[src/rtl/instr_encoder.sv]
`default_nettype none
// ============================================================================
//  Module      : instr_encoder
//  Description : Packs decoded RV32I fields (opcode, registers, funct3 and a
//                32-bit byte-offset immediate) into an instruction word,
//                range-checks the immediate for its format, and queues the
//                result in a small output FIFO.
//  Revision    : 1.0  initial release
// ============================================================================
module instr_encoder #(
    parameter int DEPTH = 2,
    parameter int CNT_W = 16
) (
    input  logic             clk_i,
    input  logic             rst_i,
    input  logic             valid_i,
    output logic             ready_o,
    input  logic [6:0]       opcode_i,
    input  logic [4:0]       rd_i,
    input  logic [4:0]       rs1_i,
    input  logic [4:0]       rs2_i,
    input  logic [2:0]       funct3_i,
    input  logic [31:0]      imm_i,
    output logic             valid_o,
    input  logic             ready_i,
    output logic [31:0]      instr_o,
    output logic             err_o,
    output logic [CNT_W-1:0] count_o,
    output logic [7:0]       err_cnt_o
);

    localparam int               ADDR_W     = $clog2(DEPTH);
    localparam logic [ADDR_W:0]  c_FULL     = (ADDR_W+1)'(DEPTH);
    localparam logic [31:0]      c_NOP      = 32'h0000_0013;
    localparam logic [6:0]       c_OP_LOAD  = 7'b0000011;
    localparam logic [6:0]       c_OP_JALR  = 7'b1100111;
    localparam logic [6:0]       c_OP_IMM   = 7'b0010011;
    localparam logic [6:0]       c_OP_STORE = 7'b0100011;
    localparam logic [6:0]       c_OP_BR    = 7'b1100011;
    localparam logic [6:0]       c_OP_LUI   = 7'b0110111;
    localparam logic [6:0]       c_OP_AUIPC = 7'b0010111;
    localparam logic [6:0]       c_OP_JAL   = 7'b1101111;

    logic [31:0]       w_enc;
    logic              w_err;
    logic              w_imm12_ok;
    logic              w_imm13_ok;
    logic              w_imm21_ok;
    logic              w_push;
    logic              w_pop;

    logic [32:0]       r_mem [DEPTH];
    logic [ADDR_W-1:0] r_wptr;
    logic [ADDR_W-1:0] r_rptr;
    logic [ADDR_W:0]   r_occ;
    logic [CNT_W-1:0]  r_count;
    logic [7:0]        r_err_cnt;

    // Sign-extension checks: the upper immediate bits must all equal the
    // format's sign bit for the value to be representable.
    assign w_imm12_ok = (imm_i[31:11] == '0) || (imm_i[31:11] == '1);
    assign w_imm13_ok = ((imm_i[31:12] == '0) || (imm_i[31:12] == '1)) && !imm_i[0];
    assign w_imm21_ok = ((imm_i[31:20] == '0) || (imm_i[31:20] == '1)) && !imm_i[0];

    // Scatter the immediate into the format selected by the opcode; any
    // failure substitutes a NOP and flags the entry.
    always_comb begin
        w_enc = c_NOP;
        w_err = 1'b0;
        case (opcode_i)
            c_OP_LOAD, c_OP_JALR, c_OP_IMM: begin
                if (w_imm12_ok) w_enc = {imm_i[11:0], rs1_i, funct3_i, rd_i, opcode_i};
                else            w_err = 1'b1;
            end
            c_OP_STORE: begin
                if (w_imm12_ok) w_enc = {imm_i[11:5], rs2_i, rs1_i, funct3_i, imm_i[4:0], opcode_i};
                else            w_err = 1'b1;
            end
            c_OP_BR: begin
                if (w_imm13_ok) w_enc = {imm_i[12], imm_i[10:5], rs2_i, rs1_i, funct3_i,
                                         imm_i[4:1], imm_i[11], opcode_i};
                else            w_err = 1'b1;
            end
            c_OP_LUI, c_OP_AUIPC: begin
                if (imm_i[11:0] == '0) w_enc = {imm_i[31:12], rd_i, opcode_i};
                else                   w_err = 1'b1;
            end
            c_OP_JAL: begin
                if (w_imm21_ok) w_enc = {imm_i[20], imm_i[10:1], imm_i[11], imm_i[19:12],
                                         rd_i, opcode_i};
                else            w_err = 1'b1;
            end
            default: w_err = 1'b1;
        endcase
    end

    // Full/empty come straight from the registered occupancy, so ready_o
    // never depends on ready_i in the same cycle.
    assign ready_o   = (r_occ != c_FULL);
    assign valid_o   = (r_occ != '0);
    assign w_push    = valid_i && ready_o;
    assign w_pop     = valid_o && ready_i;
    assign instr_o   = valid_o ? r_mem[r_rptr][31:0] : 32'h0;
    assign err_o     = valid_o ? r_mem[r_rptr][32]   : 1'b0;
    assign count_o   = r_count;
    assign err_cnt_o = r_err_cnt;

    // Storage array; contents need no reset because outputs are gated by valid_o.
    always_ff @(posedge clk_i) begin
        if (w_push) r_mem[r_wptr] <= {w_err, w_enc};
    end

    // Pointers, occupancy and statistics counters.
    always_ff @(posedge clk_i or posedge rst_i) begin
        if (rst_i) begin
            r_wptr    <= '0;
            r_rptr    <= '0;
            r_occ     <= '0;
            r_count   <= '0;
            r_err_cnt <= '0;
        end else begin
            if (w_push) begin
                r_wptr  <= r_wptr + ADDR_W'(1);
                r_count <= r_count + CNT_W'(1);
                if (w_err && (r_err_cnt != 8'hFF)) r_err_cnt <= r_err_cnt + 8'd1;
            end
            if (w_pop) r_rptr <= r_rptr + ADDR_W'(1);
            case ({w_push, w_pop})
                2'b10:   r_occ <= r_occ + (ADDR_W+1)'(1);
                2'b01:   r_occ <= r_occ - (ADDR_W+1)'(1);
                default: r_occ <= r_occ;
            endcase
        end
    end

endmodule
`default_nettype wire

[config.mk]
export PLATFORM = sky130hd
export DESIGN_NAME = instr_encoder
export DESIGN_NICKNAME = d
export VERILOG_FILES = /design/src/rtl/instr_encoder.sv
export SDC_FILE = /design/constraint.sdc
export NUM_CORES = 1
export LEC_CHECK = 0
export BUFFER_PORTS_ARGS = -buffer_cell sky130_fd_sc_hd__buf_2
export CAP_MARGIN = 20
export CORE_MARGIN = 4
export CORE_UTILIZATION = 55
export CTS_CLUSTER_DIAMETER = 100
export DETAILED_ROUTE_END_ITERATION = 10
export PLACE_DENSITY_LB_ADDON = 0.25
export SLEW_MARGIN = 20
export SYNTH_ARGS = -nofsm -noshare
export SYNTH_HDL_FRONTEND = slang
export SYNTH_SLANG_ARGS = --single-unit
[constraint.sdc]
create_clock -name clk_i -period 8 [get_ports clk_i]
set_input_delay 0.4 -clock clk_i [delete_from_list [all_inputs] [get_ports clk_i]]
set_output_delay 0.4 -clock clk_i [all_outputs]
set_load 0.005 [all_outputs]
After elaboration in Yosys (flattened, before gate mapping). Memory sizes are Yosys's and may differ from the RTL's. Index checks and enable logic that the tools add are counted.

Flip-flop bits (word level): 28. Memory bits (writable): 66. Input port bits: 61. Output and inout bits: 59. Word-level logic and storage cells: 62. Memories kept: 1.

Add/sub/neg operators: 6. Equal/unequal tests: 15. Multiplexer cells: 16. Reductions and logical operators: 19.

Memories: r_mem (depth 2, width 33, rd ports 1, clocked after memory_dff 0, write ports 1, line 52) `logic [32:0] r_mem [DEPTH];`.

Operators with widths (count): $mux W32 (6); $pmux W32 S5 (1); $logic_not A12 Y1 (2); $eq A21 B21 Y1 const B (1); $eq A7 B7 Y1 const B (3); $logic_not A21 Y1 (1); $eq A20 B20 Y1 const B (1); $logic_not A20 Y1 (1); $add A16 B1 Y16 const B (1); $eq A7 B5 Y1 const B (2); $eq A7 B6 Y1 const B (2); $eq A12 B12 Y1 const B (1); $add A8 B1 Y8 const B (1); $ne A8 B8 Y1 const B (1); $eq A7 B2 Y1 const B (1); $mux W1 (7); $logic_and A1 B1 Y1 (5); $pmux W1 S4 (1); $pmux W2 S2 (1); $reduce_bool A2 Y1 (2); $reduce_or A4 Y1 (1); $logic_or A1 B1 Y1 (3); $reduce_or A3 Y1 (1); $add A1 B1 Y1 const B (2); 8 further kinds (8).

Logic depth before layout (Yosys ltp).
Depth after elaboration: 7. Mapped depth: 9.

Worst setup path after synthesis. No wires, ideal clock.

Path kind: register to register. Start: register r_occ[0]. End: memory r_mem[0][0], enable pin. Setup time: 0.423 ns. Arrival: 2.578 ns. Data required time: 7.577 ns. Path slack: 4.998 ns. Stages on the path, launching flop included: 6. Clock period less this slack: 3.002 ns. Cells stage by stage: dfrtp_1 -> nand2b_1 -> and2_1 -> buf_1 -> inv_1 -> nor2_1.

Longest elaborated chain between the ends: 4.

RTL lines: start: declaration (line 55) `logic [ADDR_W:0] r_occ;`; start signal: assignment (line 129) `2'b10: r_occ <= r_occ + (ADDR_W+1)'(1);`; start signal: assignment (line 130) `2'b01: r_occ <= r_occ - (ADDR_W+1)'(1);`; start signal: assignment (line 131) `default: r_occ <= r_occ;`; $ne A2 B2 Y1 (line 99) `assign ready_o = (r_occ != c_FULL);`; named net ready_o (line 17) `output logic ready_o,`; $logic_and A1 B1 Y1 (line 101) `assign w_push = valid_i && ready_o;`; $mux W1 (line 110) `if (w_push) r_mem[r_wptr] <= {w_err, w_enc};`; $mux W1 (implied by the code) (line 110); end: declaration (line 52).

The timed path passes the listed nets, and every way through them passes these cells.

Worst setup path after layout.
Start: input opcode_i[3]. End: memory r_mem[0][7], data pin.

Longest elaborated chain between the ends: 3. Elaborated cells between the ends (all ways): 11. Classes of those cells: 8 x eq/ne; 1 x mux; 2 x reduce/logical.

RTL lines: start: declaration (line 18) `input logic [6:0] opcode_i,`; $eq A7 B2 Y1 (tied with other cells) (line 70) `case (opcode_i)`; $reduce_or A3 Y1 or $reduce_or A2 Y1 (tied branches) (line 70); $pmux W32 S5 (*) (line 70); named net w_enc[7] (line 44) `logic [31:0] w_enc;`.

The timed path passes the listed nets; every way through them passes the cells marked *.

==> impl_metrics.toml <==
[status]
status = "finished, final reports clean"

[synthesis]
synth.top_cells.by_count = "edfxtp_1, nor2_1, mux2i_1"
postSynthRegisterBits = 94
synth_most_common_cell = "edfxtp_1"
synth.cell_area_um2 = 4477
synth_warnings = 0
synth_area_leaders = "edfxtp_1, dfrtp_1, mux2i_1"
yosys.cell_types.count = 52
syn_inst = 363
seq_area_frac_synth = 0.5992
avgSynthCellArea_um2 = 12.33
synth-edff-count = 66
yosys.area.top_type_share = 0.4427
synthArstFlopShare = 0.2979
synth_top_flop_cell = "edfxtp_1"
yosys.area.top_type = "edfxtp_1"

[clock_network]
htreeDepth = 3
tritoncts_clock_tree = "done"
postCtsHoldBufs = 0
cts.root.buffer_cell = "clkbuf_8"
cts_max_path_buffers = 2
clkTransAtPathRegs_ns = 0.10
cts_num_sinks = 94
cts_setup_buffers = 0
cts_repair_resize_count = 0
cts-buffers-inserted = 9
clk-insertion-delay-late_ns = 0.36

[routing]
routed_wire_length_per_instance_um = 16.93
postRouteAntennaNets = 0
drtIter0Drc = 187
via_per_inst = 5.654
total_vias_in_the_final_route = 3336
wirelength_mm = 9.990
drc = 0
number_of_detailed_routing_iterations_run_before_antenna_repair = 5

[power_and_ir_drop]
ir_worst_vdd_mv = 0.2129
cellPowerDensity_nw_per_um2 = 293.2
leakage_nw = 2.361

[cells_and_area]
num-fill-cells = 605
finish.net_count = 547
num_antenna_cells = 0
layout_stage_area_growth_over_the_synthesis_result_pct = 20.01
layout-drive-gt1-share = 0.3135
seqCellArea_um2 = 2684
multi_input_comb_area_um2 = 1693
layout.core_utilization = 0.6881

[grt]
antenna_found_initial = 0
grt_start_max_net_pins = 35
overflow = 0
track_usage = 0.2080
grt_first_pass_wirelength_mm = 16.04
vias_in_the_first_global_route = 3266

[timing]
final_period_minus_worst_setup_slack_ns = 2.474
report.final.setup_viol = 0
setup_total_negative_slack_ns = 0
fin_skew_ns = 0.01332
layout_worst_path_cycle_share = 0.3093
maxSlewHeadroom = 0.3209
max_slew_violation_total_from_the_final_report = 0
tightest_slew_ns = 1.019
max_freq_mhz = 404.2
hold_viol = 0
grt_setup_unrepaired = "false"

[setup_path]
timing.critical_path.cells = "buf_2 -> nand3b_1 -> nor4_2 -> or2_1 -> nand2b_1 -> a221o_1"
worst_ep_required_time_ns = 8.23
setup.worst_path.start = "opcode_i[3]"
max_stage_delay_ns = 0.95
end_kind = "flop"
timing.critical_path.arrival_ns = 2.70
setup_crit_start_kind = "input port"
criticalPathCategory = "in2reg"
rr_startpoint = "r_occ[0]$_DFFE_PP0P_"
worst_path_max_delay_cell = "nor4_2"
path_max_fanout = 13

[floorplan]
boundaryPins = 120
die_w_um = 98.22
core_um2 = 7807
die_y_extent_um = 98.22
starting_density_of_the_core = 0.5734
core.rowCount = 32
die-area_um2 = 9647

[place]
port_buffers = 119
final_hpwl_dp_mm = 7.194
gp_routability_congestion = 0.9436

[flow_run]
maxCapViolCount = 0

[min_path]
timing.hold.worst.class = "in2async"
## worst paths after layout
check	endpoint	slack, ns	depth (start not counted)
min in group clk_i	r_mem[1][14]$_DFFE_PP_	0.36	2
worst max register to register	r_mem[0][1]$_DFFE_PP_	5.57	4
worst min-delay path	count_o[8]$_DFFE_PP0P_	0.09	2
worst max-delay path	r_mem[0][7]$_DFFE_PP_	5.53	6
max in group asynchronous	r_rptr$_DFFE_PP0P_	7.46	2
worst min register to register	count_o[15]$_DFFE_PP0P_	0.46	1
## report_power, final
| group | switching (W) | internal, W |
|---|---|---|
| Combinational | 0.000253 | 0.000237 |
| Sequential | 0.000109 | 0.000652 |
| Clock | 0.000177 | 0.000148 |
## metal layers
metal	up-vias	track usage	part of all wire
li1	1584	-	-
met1	1624	0.2732	0.40
met2	109	0.3497	0.52
met3	19	0.03429	0.057
met4	0	0.07668	0.022
met5	-	0	0
## stage by stage
stage | cells | instance area [um^2] | hold WS, ns | power (W) | setup slack (ns)
after floorplan | 366 | 4488 | 0.4608 | 0.001032 | 4.998
after global placement | 574 | 5167 | 0.4505 | 0.001254 | 5.280
final | 590 | 5373 | 0.09093 | 0.001575 | 5.526
after global routing | 590 | 5373 | 0.1579 | 0.001676 | 5.314
after CTS | 590 | 5373 | 0.3314 | 0.001589 | 5.526
after detailed placement | 574 | 5167 | 0.4543 | 0.001271 | 5.198
## sequential cells by signal (all words and copies together), names as in the netlist
name       flops
r_mem         66
r_rptr         1
count_o       16
r_wptr         1
r_occ          2
err_cnt_o      8
## critical path: cells and delay by family
family / cells / cell delay [ns]
buffers and inverters: 1 / 0.11
AND/OR/NAND/NOR: 4 / 1.99
AO/OA/AOI/OAI: 1 / 0.21
## kinds of logic (layout without fill, tap and decap cells)
family                   count (synthesis)  in the layout  share of synthesized area
AO/OA/AOI/OAI                           39             39                    0.07658
XOR/XNOR                                24             24                    0.04695
adder cells (fa/ha/maj)                  3              3                   0.008385
buffers and inverters                   29            151                    0.02879
flip-flops                              94             94                     0.5992
multiplexers                            35             35                    0.07882
other                                    1              4                  0.0008377
AND/OR/NAND/NOR                        138            138                     0.1604
## cell usage in the layout (no fill, tap or decap), types with 2 or more instances in the layout
cell / netlist / routed
buf_2: 4 / 119
a31oi_1: 2 / 2
a22o_1: 18 / 18
ha_1: 3 / 3
a41oi_1: 2 / 2
nand2b_1: 3 / 3
a222oi_1: 4 / 4
mux2_1: 2 / 2
xnor2_1: 16 / 16
nor3_2: 3 / 3
inv_1: 14 / 13
clkbuf_8: 0 / 9
nand4b_1: 2 / 2
and3_1: 7 / 7
or3_1: 2 / 2
nor2b_1: 3 / 3
dfrtp_1: 28 / 27
mux2i_1: 33 / 33
nor3_1: 4 / 4
and2_1: 2 / 2
nor2_1: 51 / 49
conb_1: 1 / 4
nor4_1: 7 / 6
a221o_1: 2 / 2
xor2_1: 8 / 8
nand3_1: 7 / 7
nand3b_1: 2 / 2
nand2_1: 22 / 22
nand4_1: 14 / 14
buf_4: 0 / 2
edfxtp_1: 66 / 66
clkinvlp_4: 0 / 3
## cell type report
class	instances	area share
Tap cell	102	0.02375
Timing Repair Buffer	121	0.1136
Sequential cell	94	0.4995
Multi-Input combinational cell	243	0.3151
Clock inverter	7	0.01514
Clock buffer	9	0.02306
Inverter	14	0.009781
Note: power is estimated with default switching activity, not from simulation.
